==> config.mk <==
export PLATFORM = sky130hd
export DESIGN_NAME = truth_table_sequencer
export DESIGN_NICKNAME = d
export VERILOG_FILES = /design/src/rtl/gate_tb_pkg.sv /design/src/rtl/settle_timer.sv /design/src/rtl/truth_table_sequencer.sv
export SDC_FILE = /design/constraint.sdc
export NUM_CORES = 1
export LEC_CHECK = 0
export BUFFER_PORTS_ARGS = -buffer_cell sky130_fd_sc_hd__buf_2
export CAP_MARGIN = 10
export CORE_MARGIN = 3
export CORE_UTILIZATION = 57
export DETAILED_ROUTE_END_ITERATION = 7
export PLACE_DENSITY = 0.8
export SLEW_MARGIN = 20
export SYNTH_ARGS = -nofsm -noshare
export SYNTH_HDL_FRONTEND = slang
export SYNTH_SLANG_ARGS = --single-unit
==> constraint.sdc <==
create_clock -name clk -period 3.3 [get_ports clk]
set_input_delay 0.33 -clock clk [delete_from_list [all_inputs] [get_ports clk]]
set_output_delay 0.33 -clock clk [all_outputs]
set_load 0.02 [all_outputs]
==> src/rtl/gate_tb_pkg.sv <==
// gate_tb_pkg
//   Shared definitions for the truth-table sequencer: the FSM state encoding
//   and ready-made expected truth tables for common 2-input gates.
//   Bit i of a truth table is the expected gate output for input vector i,
//   where vector i drives {A,B} = i (B is the LSB).
package gate_tb_pkg;

    typedef enum logic [2:0] {
        ST_IDLE   = 3'd0,
        ST_APPLY  = 3'd1,
        ST_SETTLE = 3'd2,
        ST_SAMPLE = 3'd3,
        ST_DONE   = 3'd4
    } state_t;

    localparam logic [3:0] TT_OR2  = 4'b1110;
    localparam logic [3:0] TT_AND2 = 4'b1000;
    localparam logic [3:0] TT_XOR2 = 4'b0110;

endpackage

==> src/rtl/settle_timer.sv <==
// settle_timer
//   Down-counter that times the settle window after a vector is applied.
//   Ports:
//     clk      rising-edge clock
//     rst_n    asynchronous active-low reset
//     load     load the counter with load_val (takes priority over tick)
//     load_val number of settle cycles to count
//     tick     decrement the counter by one
//     expire   high while the counter holds 1, i.e. in the last settle cycle
module settle_timer #(
    parameter int unsigned W = 4
) (
    input  logic         clk,
    input  logic         rst_n,
    input  logic         load,
    input  logic [W-1:0] load_val,
    input  logic         tick,
    output logic         expire
);

    logic [W-1:0] cnt;

    // NOTE: sequential state uses non-blocking assignments so every register
    // samples the pre-edge values, regardless of block ordering.
    always_ff @(posedge clk or negedge rst_n) begin
        if (!rst_n) begin
            cnt <= '0;
        end else if (load) begin
            cnt <= load_val;
        end else if (tick && cnt != '0) begin
            cnt <= cnt - W'(1);
        end
    end

    assign expire = (cnt == W'(1));

endmodule

==> src/rtl/truth_table_sequencer.sv <==
// truth_table_sequencer
//   Walks every input vector of an N_IN-input gate, waits SETTLE cycles for
//   the gate output to settle, samples Y and compares it against EXP_TT.
//   Reports the mismatch count, the first failing vector and a pass flag.
//   Ports:
//     clk      rising-edge clock
//     rst_n    asynchronous active-low reset
//     start    begin a run (only honoured in IDLE)
//     vec      inputs driven to the gate under test
//     Y        gate-under-test output
//     busy     high in every state except IDLE
//     done     one-cycle pulse in the DONE state
//     pass     result of the last completed run (1 = no mismatches)
//     err_cnt  mismatch count of the current or last run
//     fail_vec index of the first mismatching vector
//     fail_val fail_vec holds a valid index
module truth_table_sequencer
    import gate_tb_pkg::*;
#(
    parameter int                     N_IN   = 2,
    parameter int                     SETTLE = 1,
    parameter logic [(1<<N_IN)-1:0]   EXP_TT = TT_OR2
) (
    input  logic            clk,
    input  logic            rst_n,
    input  logic            start,
    output logic [N_IN-1:0] vec,
    input  logic            Y,
    output logic            busy,
    output logic            done,
    output logic            pass,
    output logic [N_IN:0]   err_cnt,
    output logic [N_IN-1:0] fail_vec,
    output logic            fail_val
);

    localparam int              ERR_W    = N_IN + 1;
    localparam logic [N_IN-1:0] VEC_LAST = {N_IN{1'b1}};

    state_t state;
    logic   settle_expire;

    settle_timer #(
        .W (4)
    ) u_settle_timer (
        .clk      (clk),
        .rst_n    (rst_n),
        .load     (state == ST_APPLY),
        .load_val (4'(SETTLE)),
        .tick     (state == ST_SETTLE),
        .expire   (settle_expire)
    );

    always_ff @(posedge clk or negedge rst_n) begin
        if (!rst_n) begin
            state    <= ST_IDLE;
            vec      <= '0;
            pass     <= 1'b0;
            err_cnt  <= '0;
            fail_vec <= '0;
            fail_val <= 1'b0;
        end else begin
            case (state)
                ST_IDLE: begin
                    // Results of the previous run stay visible until the
                    // next start clears them.
                    if (start) begin
                        state    <= ST_APPLY;
                        vec      <= '0;
                        err_cnt  <= '0;
                        fail_vec <= '0;
                        fail_val <= 1'b0;
                    end
                end
                ST_APPLY: begin
                    state <= (SETTLE == 0) ? ST_SAMPLE : ST_SETTLE;
                end
                ST_SETTLE: begin
                    if (settle_expire) begin
                        state <= ST_SAMPLE;
                    end
                end
                ST_SAMPLE: begin
                    if (Y != EXP_TT[vec]) begin
                        err_cnt <= err_cnt + ERR_W'(1);
                        if (!fail_val) begin
                            fail_vec <= vec;
                            fail_val <= 1'b1;
                        end
                    end
                    if (vec == VEC_LAST) begin
                        state <= ST_DONE;
                    end else begin
                        vec   <= vec + N_IN'(1);
                        state <= ST_APPLY;
                    end
                end
                ST_DONE: begin
                    // err_cnt already includes the final vector's result,
                    // which was registered on the edge leaving SAMPLE.
                    pass  <= (err_cnt == '0);
                    state <= ST_IDLE;
                end
                default: begin
                    state <= ST_IDLE;
                end
            endcase
        end
    end

    assign busy = (state != ST_IDLE);
    assign done = (state == ST_DONE);

endmodule

# [Yosys cells after proc, flatten, opt, wreduce, memory -nomap -nowiden]
# Cells that the tools add are included.
[word_totals] ff_bits=16 inputBits=4 wordCells=54 out_inout_bits=11
[classes] eq_ne=12 reduce_logical=11 mux=20 magnitude_cmp=1 add_sub_neg=3
[ops] operator="3-bit two-way mux" count=5
[ops] operator="3-bit one-hot mux with 4 select lines" count=1
[ops] operator="2-bit inequality test, second input constant" count=5
[ops] operator="2-bit two-way mux" count=4
[ops] operator="4-bit two-way mux" count=2
[ops] operator="2-bit one-hot mux with 2 select lines" count=2
[ops] operator="3-bit by 2-bit == test with 1-bit output, second input constant" count=2
[ops] operator="3-bit zero test" count=2
[ops] operator="3-bit one-hot mux with 2 select lines" count=1
[ops] operator="3-bit AND reduction" count=2
[ops] operator="4-bit by 1-bit == test with 1-bit output, second input constant" count=1
[ops] operator="4-bit AND reduction" count=1
[ops] operator="2-bit nonzero test" count=2
[ops] operator="4-bit nonzero test" count=1
[ops] operator="4-bit by 1-bit subtractor with 4-bit output, second input constant" count=1
[ops] operator="3-bit by 1-bit adder with 3-bit output, second input constant" count=1
[ops] operator="3-bit by 1-bit == test with 1-bit output, second input constant" count=1
[ops] operator="3-bit == test, second input constant" count=1
[ops] operator="2-bit by 3-bit less-than comparator with 1-bit output, second input constant" count=1
[ops] operator="1-bit two-way mux" count=3
[ops] operator="3-bit nonzero test" count=1
[ops] operator="2-bit by 1-bit adder with 2-bit output, second input constant" count=1
[ops] operator="1-bit binary-select mux with 2-bit select" count=1
[ops] operator="2-bit == test, second input constant" count=1
[ops] operator="other kinds (4)" count=4

# [Longest topological paths before layout]
[logic_depth] word_depth=5 mapped_depth=5 ltp_nobuf=5

# [Modules after synthesis]
# From an unflattened synthesis, not the netlist that was laid out.
[unflattened] cells_unflattened=86 hier_area_um2=913.4
[by_module_without_submodules] module="truth_table_sequencer" instances=1 area_per_inst_um2=630.6 cells_per_inst=57
[by_module_without_submodules] module="settle_timer" instances=1 area_per_inst_um2=282.8 cells_per_inst=29

# [Worst setup path after synthesis]
# No wires, ideal clock.
[synth_path] path_type="reg2reg" startpoint="register vec[0]" endpoint="register err_cnt[2]" required_time_ps=3174 path_stages_with_launch=6 setup_ps=126 arrival_ps=1536 n_path_buf=0 period_less_slack_ps=1662 path_slack_ps=1638 cell_sequence="dfrtp_1 -> inv_1 -> ha_1 -> xor2_1 -> nor2_1 -> a221o_1"
[synth_via] elab_chain_cells=5
[synth_rtl] element="start: declaration" line_no="truth_table_sequencer.sv:27" rtl="output logic [N_IN-1:0] vec,"
[synth_rtl] element="start signal: assignment" line_no="truth_table_sequencer.sv:94" rtl="vec <= vec + N_IN'(1);"
[synth_rtl] element="1-bit binary-select mux with 2-bit select" line_no="truth_table_sequencer.sv:84" rtl="if (Y != EXP_TT[vec]) begin"
[synth_rtl] element="1-bit two-way mux (implied by the code)" line_no="truth_table_sequencer.sv:84"
[synth_rtl] element="1-bit inequality test" line_no="truth_table_sequencer.sv:84"
[synth_rtl] element="2-bit inequality test (no source line)"
[synth_rtl] element="3-bit AND reduction (no source line)"
[synth_rtl] element="end signal: assignment" line_no="truth_table_sequencer.sv:85" rtl="err_cnt <= err_cnt + ERR_W'(1);"
[synth_rtl] element="end: declaration" line_no="truth_table_sequencer.sv:32" rtl="output logic [N_IN:0] err_cnt,"
# No other way between the ends. The select of a mux whose other input is x is not followed.
# A chain may end at the register's enable or synchronous reset.

# [Worst setup path after layout]
[layout_path] startpoint="register state[0]" endpoint="output port busy"
[layout_via] elab_chain_cells=1
[layout_rtl] element="start: declaration" line_no="truth_table_sequencer.sv:40" rtl="state_t state;"
[layout_rtl] element="start signal: assignment" line_no="truth_table_sequencer.sv:76" rtl="state <= (SETTLE == 0) ? ST_SAMPLE : ST_SETTLE;"
[layout_rtl] element="3-bit nonzero test" line_no="truth_table_sequencer.sv:111" rtl="assign busy = (state != ST_IDLE);"
[layout_rtl] element="end: declaration" line_no="truth_table_sequencer.sv:29" rtl="output logic busy,"
# No other way between the ends.

==> results.md <==
* Hold Crit Class: input port to asynchronous set/reset pin
* Initial cell density of the core at 65.65%
* Chip width at 46.14 µm
* Ant diodes at 0
* Top FF cell, synth: dfrtp_1
* Dpl ws at 1.582 ns
* Yosys warns at 0
* Design area at 1023 µm²
* Row cnt at 13
* Tcrit/Tclk final at 53.39%
* Cell Area, Synth at 918.4 µm²
* Cell count of the worst reg-to-reg path at 5
* Dominant cell by count in the synthesized netlist: dfrtp_1
* Logic depth of the worst path, buffers included at 2
* Multi-input combinational cell area at 471.7 µm²
* Max incr delay on CP at 0.49 ns
* Postcts setup bufs at 0
* # port buffers at 14
* Largest net degree at the start of global routing at 17
* Share of post-route cells with drive strength above 1 at 28.71%
* Yosys top cell by area: dfrtp_1
* Die area at 2129 µm²
* Final RePlAce weighted congestion at 0.8252
* CP top delay family: flip-flops
* Synth cell types at 33
* Leak at 0.5359 nW
* Clk pin slew, worst setup/hold paths at 0.08 ns
* Critical path launch point type: flop
* Final clock skew at 0.003691 ns
* Pwr/cell area at 917.3 nW/µm²
* First drt pass iteration count at 2
* Cts repair resizes at 0
* First-pass GRT wire length at 2.904 mm
* Reg2reg start: vec[0]$_DFFE_PN0P_
* Syn Inst Count at 85
* Setup violations, final at 0
* Critical path endpoint category: primary output
* Synth cell count leaders: 16 x dfrtp_1, 9 x nand2_1, 8 x inv_1
* Register area at 400.4 µm²
* Depth of the CTS H-tree at 1
* Post-DP HPWL at 1.249 mm
* RSZ-0062 raised after global routing: false
* Die height at 46.14 µm
* Filler cells at 106
* Total Routing Usage GR at 19.32%
* Post-route setup TNS at 0 ns
* CTS root buffer: clkbuf_4
* CP max stage cell: dfrtp_1
* Vias in the first global route at 625
* TritonCTS clock tree: done
* Clock sink total at 16
* CP required at 2.97 ns
* Max_slew headroom at 70.53%
* Slew Limit Fails at 0
* Initial DRC count at 3
* Boundary Pins at 15
* Peak VDD IR at 561.4 µV
* Cell Count, Final, Fillers Out at 116
* Average wire per standard cell at 14.08 µm
* Final WS setup at 1.538 ns
* WP buf/inv at 1
* Synth top area cells: dfrtp_1 44%, ha_1 9.5%, mux2i_1 5.4%
* Via/cell ratio at 5.724
* Async S/R FF share, synth at 100.0%
* Final net count at 114
* Core area at 1399 µm²
* CTS Hold Bufs at 1
* Area Overhead vs Synth at 11.44%
* Fmax at 567.5 MHz
* Placed Cells at 112
* Yosys top cell area share at 43.60%
* Fin. Hold Viols at 0
* Worst skew pair latency at 0.28 ns
* Critical-path cell list: or3_2, buf_2
* Syn_nets at 96
* Num CTS Buffers at 3
* Worst EP arrival at 1.43 ns
* FF-to-FF setup slack at 1.56 ns
* Initial antenna violation count at 0
* Max Cap Viol at 0
* Grt ovf at 0
* Post-route DRC at 0
* Post-synthesis sequential area ratio at 43.60%
* Final Critical Period at 1.762 ns
* Worst slew pin tran at 0.4405 ns
* Bufs on Longest Clock Path at 2
* R2r endpoint: err_cnt[2]$_DFFE_PN0P_
* EDFF count, synth at 0
* Post-synthesis sequential element count at 16
* Critical-path maximum fanout at 11
* Syn Area/Cell at 10.80 µm²
* Via count at 664
* Final ANT Viol Nets at 0
* Worst Setup Path Type: flop to primary output
* Final wirelength at 1.633 mm
* Placement Cell Area at 991.0 µm²
* Status: finished, final reports clean
* Origin of the worst setup path: state[0]$_DFFE_PN0P_
==> cells by family after synthesis <==
kind of cell,after synthesis,synth area share [%]
AO/OA/AOI/OAI,9,8.310
XOR/XNOR,2,1.908
adder cells (fa/ha/maj),7,9.536
buffers and inverters,10,5.040
flip-flops,16,43.60
multiplexers,7,7.902
AND/OR/NAND/NOR,34,23.70
==> layout make-up <==
cell class | count | share of cell area (%)
clock buffers | 3 | 2.200
repair buffers | 15 | 7.824
flip-flops and latches | 16 | 39.12
multi-input cells | 59 | 46.09
inverters | 8 | 2.934
well taps | 15 | 1.834
==> metal layers <==
layer | vias to the layer above | GRT usage [%] | routed length (µm)
met5 | - | 0 | 0
met4 | 0 | 3.409 | 0
met3 | 0 | 7.422 | 94
met2 | 16 | 29.67 | 718
met1 | 319 | 26.03 | 820
li1 | 329 | - | -
==> state kept, by name, indices dropped and copies added, names as in the netlist <==
register            cells
fail_vec                2
state                   3
vec                     2
fail_val                1
err_cnt                 3
pass                    1
u_settle_timer.cnt      4
==> report_power, final <==
group	internal (mW)	total, mW	switching (mW)
Sequential	0.274	0.373	0.0986
Combinational	0.213	0.470	0.257
Clock	0.0423	0.0961	0.0538
==> layout by cell type, fill, tap and decap left out, types with 3 or more instances in the layout <==
master and count:
buf_2 14, clkbuf_4 3, dfrtp_1 16, ha_1 7
inv_1 8, mux2i_1 5, nand2_1 9, nand3b_1 3
==> worst max-delay path by stage <==
stage,slack [ns],end
6_report,1.54,busy
5_1_grt,1.42,err_cnt[2]$_DFFE_PN0P_
4_1_cts,1.53,busy
3_5_place_dp,1.58,u_settle_timer.cnt[0]$_DFFE_PN0P_
3_3_place_gp,1.64,u_settle_timer.cnt[0]$_DFFE_PN0P_
2_1_floorplan,1.64,err_cnt[2]$_DFFE_PN0P_
==> metrics by stage <==
| stage | utilization (%) | hold slack, ns | power, mW |
|---|---|---|---|
| floorplan | - | 0.03441 | 0.7284 |
| global placement | 70.84 | 0.2602 | 0.8233 |
| detailed placement | 70.84 | 0.2630 | 0.8463 |
| CTS | 73.17 | 0.4883 | 0.9478 |
| global route | 73.17 | 0.4963 | 1.028 |
| finish | 73.17 | 0.4798 | 0.9389 |
Power figures use the tool's default switching activity.
